===== src/rtl/switch_debounce.sv =====
// switch_debounce: input conditioning for the slide-switch bus and confirm button.
// Synchronises raw inputs, debounces the 16-bit switch word as one unit, and runs
// a four-state button FSM that yields a debounced level, a one-cycle press pulse
// and a sticky CPU-cleared press flag.
// Optional build macro SWITCH_SNAPSHOT_EN: switch_stable is loaded only in the
// cycle after confirm_pulse, freezing the word at confirmation time.
module switch_debounce #(
  parameter int unsigned SYNC_STAGES     = 2,
  parameter int unsigned DEBOUNCE_CYCLES = 200000
) (
  input  logic        clk,
  input  logic        rst,
  input  logic [15:0] switch_raw,
  input  logic        confirm_raw,
  input  logic        confirm_clear,
  output logic [15:0] switch_stable,
  output logic        confirm_pulse,
  output logic        confirm_level,
  output logic        confirm_flag
);

  localparam int unsigned     CW      = $clog2(DEBOUNCE_CYCLES) + 1;
  localparam logic [CW-1:0]   CNT_MAX = CW'(DEBOUNCE_CYCLES - 1);

  typedef enum logic [1:0] {
    ST_IDLE,
    ST_PRESS_WAIT,
    ST_HELD,
    ST_RELEASE_WAIT
  } btn_state_t;

  logic [15:0]            r_sw_sync [SYNC_STAGES];
  logic [SYNC_STAGES-1:0] r_btn_sync;
  logic [15:0]            w_sw_s;
  logic                   w_btn_s;

  logic [15:0]            r_cand;
  logic [CW-1:0]          r_cnt;
  logic [15:0]            r_sw_acc;

  btn_state_t             r_state;
  btn_state_t             w_state_nxt;
  logic [CW-1:0]          r_bcnt;
  logic [CW-1:0]          w_bcnt_nxt;
  logic                   r_pulse;
  logic                   r_level;
  logic                   w_pulse_nxt;
  logic                   w_level_nxt;
  logic                   r_flag;

  // Multi-flop synchronisers for every switch bit and the button.
  always_ff @(posedge clk or negedge rst) begin
    if (!rst) begin
      for (int unsigned i = 0; i < SYNC_STAGES; i++) begin
        r_sw_sync[i] <= '0;
      end
      r_btn_sync <= '0;
    end else begin
      r_sw_sync[0] <= switch_raw;
      for (int unsigned i = 1; i < SYNC_STAGES; i++) begin
        r_sw_sync[i] <= r_sw_sync[i-1];
      end
      r_btn_sync <= {r_btn_sync[SYNC_STAGES-2:0], confirm_raw};
    end
  end

  assign w_sw_s  = r_sw_sync[SYNC_STAGES-1];
  assign w_btn_s = r_btn_sync[SYNC_STAGES-1];

  // Whole-bus debounce: any bit change restarts the stability count.
  always_ff @(posedge clk or negedge rst) begin
    if (!rst) begin
      r_cand   <= '0;
      r_cnt    <= '0;
      r_sw_acc <= '0;
    end else if (w_sw_s != r_cand) begin
      r_cand <= w_sw_s;
      r_cnt  <= '0;
    end else if (r_cnt < CNT_MAX) begin
      r_cnt <= r_cnt + 1'b1;
    end else begin
      r_sw_acc <= r_cand;
    end
  end

`ifdef SWITCH_SNAPSHOT_EN
  logic [15:0] r_switch_stable;

  // Capture the accepted switch word only when a press is confirmed.
  always_ff @(posedge clk or negedge rst) begin
    if (!rst) begin
      r_switch_stable <= '0;
    end else if (r_pulse) begin
      r_switch_stable <= r_sw_acc;
    end
  end

  assign switch_stable = r_switch_stable;
`else
  assign switch_stable = r_sw_acc;
`endif

  // Button FSM state, counter and registered outputs.
  always_ff @(posedge clk or negedge rst) begin
    if (!rst) begin
      r_state <= ST_IDLE;
      r_bcnt  <= '0;
      r_pulse <= 1'b0;
      r_level <= 1'b0;
    end else begin
      r_state <= w_state_nxt;
      r_bcnt  <= w_bcnt_nxt;
      r_pulse <= w_pulse_nxt;
      r_level <= w_level_nxt;
    end
  end

  // Button FSM next-state and counter logic.
  always_comb begin
    w_state_nxt = r_state;
    w_bcnt_nxt  = r_bcnt;
    unique case (r_state)
      ST_IDLE: begin
        if (w_btn_s) begin
          w_state_nxt = ST_PRESS_WAIT;
          w_bcnt_nxt  = '0;
        end
      end
      ST_PRESS_WAIT: begin
        if (!w_btn_s) begin
          w_state_nxt = ST_IDLE;
        end else if (r_bcnt == CNT_MAX) begin
          w_state_nxt = ST_HELD;
        end else begin
          w_bcnt_nxt = r_bcnt + 1'b1;
        end
      end
      ST_HELD: begin
        if (!w_btn_s) begin
          w_state_nxt = ST_RELEASE_WAIT;
          w_bcnt_nxt  = '0;
        end
      end
      ST_RELEASE_WAIT: begin
        if (w_btn_s) begin
          w_state_nxt = ST_HELD;
        end else if (r_bcnt == CNT_MAX) begin
          w_state_nxt = ST_IDLE;
        end else begin
          w_bcnt_nxt = r_bcnt + 1'b1;
        end
      end
      default: begin
        w_state_nxt = ST_IDLE;
        w_bcnt_nxt  = '0;
      end
    endcase
  end

  // Output decode from the upcoming state so level/pulse leave a flop.
  // Only a PRESS_WAIT->HELD transition pulses; a bounce back from RELEASE_WAIT does not.
  always_comb begin
    w_level_nxt = (w_state_nxt == ST_HELD) || (w_state_nxt == ST_RELEASE_WAIT);
    w_pulse_nxt = (r_state == ST_PRESS_WAIT) && (w_state_nxt == ST_HELD);
  end

  // Sticky press flag: a pulse sets it, CPU clear drops it, set has priority.
  always_ff @(posedge clk or negedge rst) begin
    if (!rst) begin
      r_flag <= 1'b0;
    end else if (r_pulse) begin
      r_flag <= 1'b1;
    end else if (confirm_clear) begin
      r_flag <= 1'b0;
    end
  end

  assign confirm_pulse = r_pulse;
  assign confirm_level = r_level;
  assign confirm_flag  = r_flag;

endmodule


===== config.mk =====
export PLATFORM = sky130hd
export DESIGN_NAME = switch_debounce
export DESIGN_NICKNAME = d
export VERILOG_FILES = /design/src/rtl/switch_debounce.sv
export SDC_FILE = /design/constraint.sdc
export NUM_CORES = 1
export LEC_CHECK = 0
export CAP_MARGIN = 25
export CORE_MARGIN = 5
export CORE_UTILIZATION = 30
export CTS_CLUSTER_DIAMETER = 60
export DETAILED_ROUTE_END_ITERATION = 10
export HOLD_SLACK_MARGIN = 0.03
export SYNTH_ARGS = -nofsm -noshare
export SYNTH_HDL_FRONTEND = slang
export SYNTH_SLANG_ARGS = --single-unit

===== constraint.sdc =====
create_clock -name clk -period 3.66 [get_ports clk]
set_clock_uncertainty 0.1 [all_clocks]
set_input_delay 0.732 -clock clk [delete_from_list [all_inputs] [get_ports clk]]
set_output_delay 0.732 -clock clk [all_outputs]
set_load 0.1 [all_outputs]

==> results.md <==
- Run status: complete, no violations
- Fin. Hold Viols: 0
- Fill count: around 1400
- Core Area: 14000 um2
- Yosys warnings: 0
- Number of synthesized flops with an enable pin: 0
- CTS tree: built
- Syn Nets: roughly 380
- Post-DP Area: 4830 um2
- Max Fclk: between 0.3 and 0.4 GHz
- Reg power frac: a little under three fifths
- # DRC: 0
- Width of the die: 130 um
- Die area: ~17000 um2
- Clock buffer count from CTS: 9
- Critical Path End Type: primary output
- Clock Power Share: around two fifths
- Startpoint Class: register
- Final cycle utilization of the critical path: 75.7%
- Clock Path Buffers: 2
- GR Util All Layers: around 10%
- DRT antenna net count: 0
- Port Buffers: 38
- Hold Path Class: in -> async
- # H-tree levels: 3
- Multi-input logic area: 1450 um2
- Max transition margin: 34.3%
- Synthesized area per cell: 12.0 um2
- Synth Instances: between 300 and 400
- Min cycle time layout: 2770 ps
- Total grt overflow: 0
- Setup CP Type: reg -> out
- Family with the most delay on the worst path: buffers and inverters
- GPL Wtd Cong: slightly below 0.8
- Die Ht: roughly 130 um
- Fin. max-slew vios: 0
- Setup Total Neg Slack: 0 ps
- Register area: about 2700 um2
- Post-CTS setup buffers: 0
- Post-route cell area: 5110 um2
- Most common library cell in the layout ignoring fill and taps: dfrtp_1
- Final WL: between 7000 and 8000 um
- Initial drt markers: 156
- Initial antenna violation count: 0
- Global-route wire length before repair: 13500 um
- Final setup fails: 0
- Initial Utilization: between 30 and 40%
- Ports: 39
- Critical path startpoint: switch_stable[4]
- Number of max-capacitance violations reported: 0
- Fin util: approximately 37%
- Share of cells above drive strength 1: a little over a tenth
- FF-to-FF Start: r_cnt[13]
- Vias in the first global route: between 2000 and 3000
- Worst-Skew Late Latency: 350 ps
- Internal: 1.75 mW
- Seq/Total Area, Yosys: a little over three fifths
- Drt via density: between 4 and 5
- Nets@finish: 408
- Synth Flop Type: dfrtp_1
- Commonest cells after routing, fill and taps aside: 108 x dfrtp_1, 37 x clkdlybuf4s50_1, 26 x nor2_1, 19 x o21ai_0, 18 x xor2_1
- Switching power: ~0.49 mW
- Via Count: approximately 2700
- Tot Pwr: 2.23 mW
- Distinct cells, synth: 39
- Post-Syn Area: between 4000 and 5000 um2
- Async S/R FF share, synth: 100%
- Leakage: 2.08 nW
- Final hold slack: 216 ps
- DR WL/cell: between 10 and 15 um
- CP peak stage delay: 1170 ps
- PD cells: approximately 440 nW/um2
- WP data arrival: about 1900 ps
- Hold_buf cts: 0
- Worst-margin pin slew: 982 ps
- Critical path data required time: between 2000 and 3000 ps
- Clk pin slew, worst setup/hold paths: roughly 70 ps
- TritonCTS Sinks: around 110
- Peak VDD IR: between 200 and 300 uV
- TritonRoute pass-1 iters: 4
- Critical Path, Cell by Cell: clkdlybuf4s50_1
- Row count: 43
- FF+latch count, synth: roughly 110
- CP bufs+invs: 1
- PostCTS Resize Cnt: 0
- Post-DP HPWL: 5310 um
- Clock root cell: clkbuf_16
- Max Fanout on Critical Path: 2
- Switching Share: between 20% and 30%
- Slowest CP cell: clkdlybuf4s50_1
- Synth-to-layout area growth: 19.0%
- Logic pwr share: roughly 3.4%
- Largest net degree at the start of global routing: slightly below 80
- ANT cells: 0
- RSZ-0062 raised after global routing: false
[path summary, 6_finish.rpt]
check	endpoint	slack, ps	cells after the start
max	switch_stable[4]	890	1
min	r_btn_sync[0]	220	1
max reg2reg	switch_stable[10]	1120	5
min reg2reg	w_sw_s[13]	250	0
max in group asynchronous	w_sw_s[11]	2510	2
min in group clk	w_sw_s[13]	250	0
[state kept, by name, summed over array words and instances (netlist names)]
name / cells
r_bcnt: 19
r_cnt: 19
r_btn_sync: 2
confirm_level: 1
w_sw_s: 16
r_sw_sync: 16
r_cand: 16
r_state: 1
confirm_flag: 1
confirm_pulse: 1
switch_stable: 16
[area by class of cell]
cell class	instances	share of cell area [%]
Multi-Input combinational cell	215	28.4
Clock buffer	12	4.82
Tap cell	180	4.41
Sequential cell	108	52.9
Clock inverter	4	0.636
Inverter	11	0.808
Timing Repair Buffer	41	8.08
[power by group through the flow]
stage / sequential [mW] / combinational [mW] / clock (mW)
6_report: 1.25 / 0.0765 / 0.913
3_3_place_gp: 1.27 / 0.0773 / 0
2_1_floorplan: 1.26 / 0.0318 / 0
4_1_cts: 1.25 / 0.0799 / 0.952
3_5_place_dp: 1.27 / 0.0793 / 0
5_1_grt: 1.25 / 0.0887 / 0.998
[Yosys cell counts, types with 2 or more instances]
master | number | area share [%]
dfrtp_1 | 108 | 63
nor2_1 | 26 | 2.3
clkbuf_1 | 21 | 1.8
o21ai_0 | 19 | 2.2
xor2_1 | 18 | 3.7
mux2_2 | 17 | 4.5
nand2_1 | 17 | 1.5
xnor2_1 | 16 | 3.3
a21oi_1 | 14 | 1.6
nor4_1 | 13 | 1.9
inv_1 | 11 | 0.96
nand3_1 | 10 | 1.2
or3_1 | 10 | 1.5
nand4_1 | 7 | 1.0
o31ai_1 | 7 | 1.2
and2_1 | 6 | 0.87
nor3_1 | 6 | 0.70
and4_1 | 4 | 0.82
buf_6 | 2 | 0.52
ha_1 | 2 | 0.58
nand2b_1 | 2 | 0.29
o2111ai_1 | 2 | 0.41
o211ai_2 | 2 | 0.58
or4_4 | 2 | 0.52
[metal layers]
layer	part of all wire, %	track usage [%]
met5	0	0
met4	2.6	5.44
met3	3.9	3.22
met2	45	15.3
met1	48	13.3
[cell families (layout without fill, tap and decap cells)]
kind of cell	Yosys count	in the layout	synth area share (%)
xor+xnor	34	34	6.93
buf+inv	34	68	3.32
flops	108	108	62.9
simple gates	109	109	14.0
compound gates	52	52	7.57
fa+ha+maj	2	2	0.582
mux	18	18	4.69
[through the flow]
| stage | instances | setup WS [ps] |
|---|---|---|
| after global routing | 571 | 842 |
| after detailed placement | 555 | 1120 |
| after floorplan | 357 | 1350 |
| after CTS | 571 | 870 |
| after global placement | 555 | 1160 |
| final | 571 | 890 |
(Power assumes the default switching activity.)
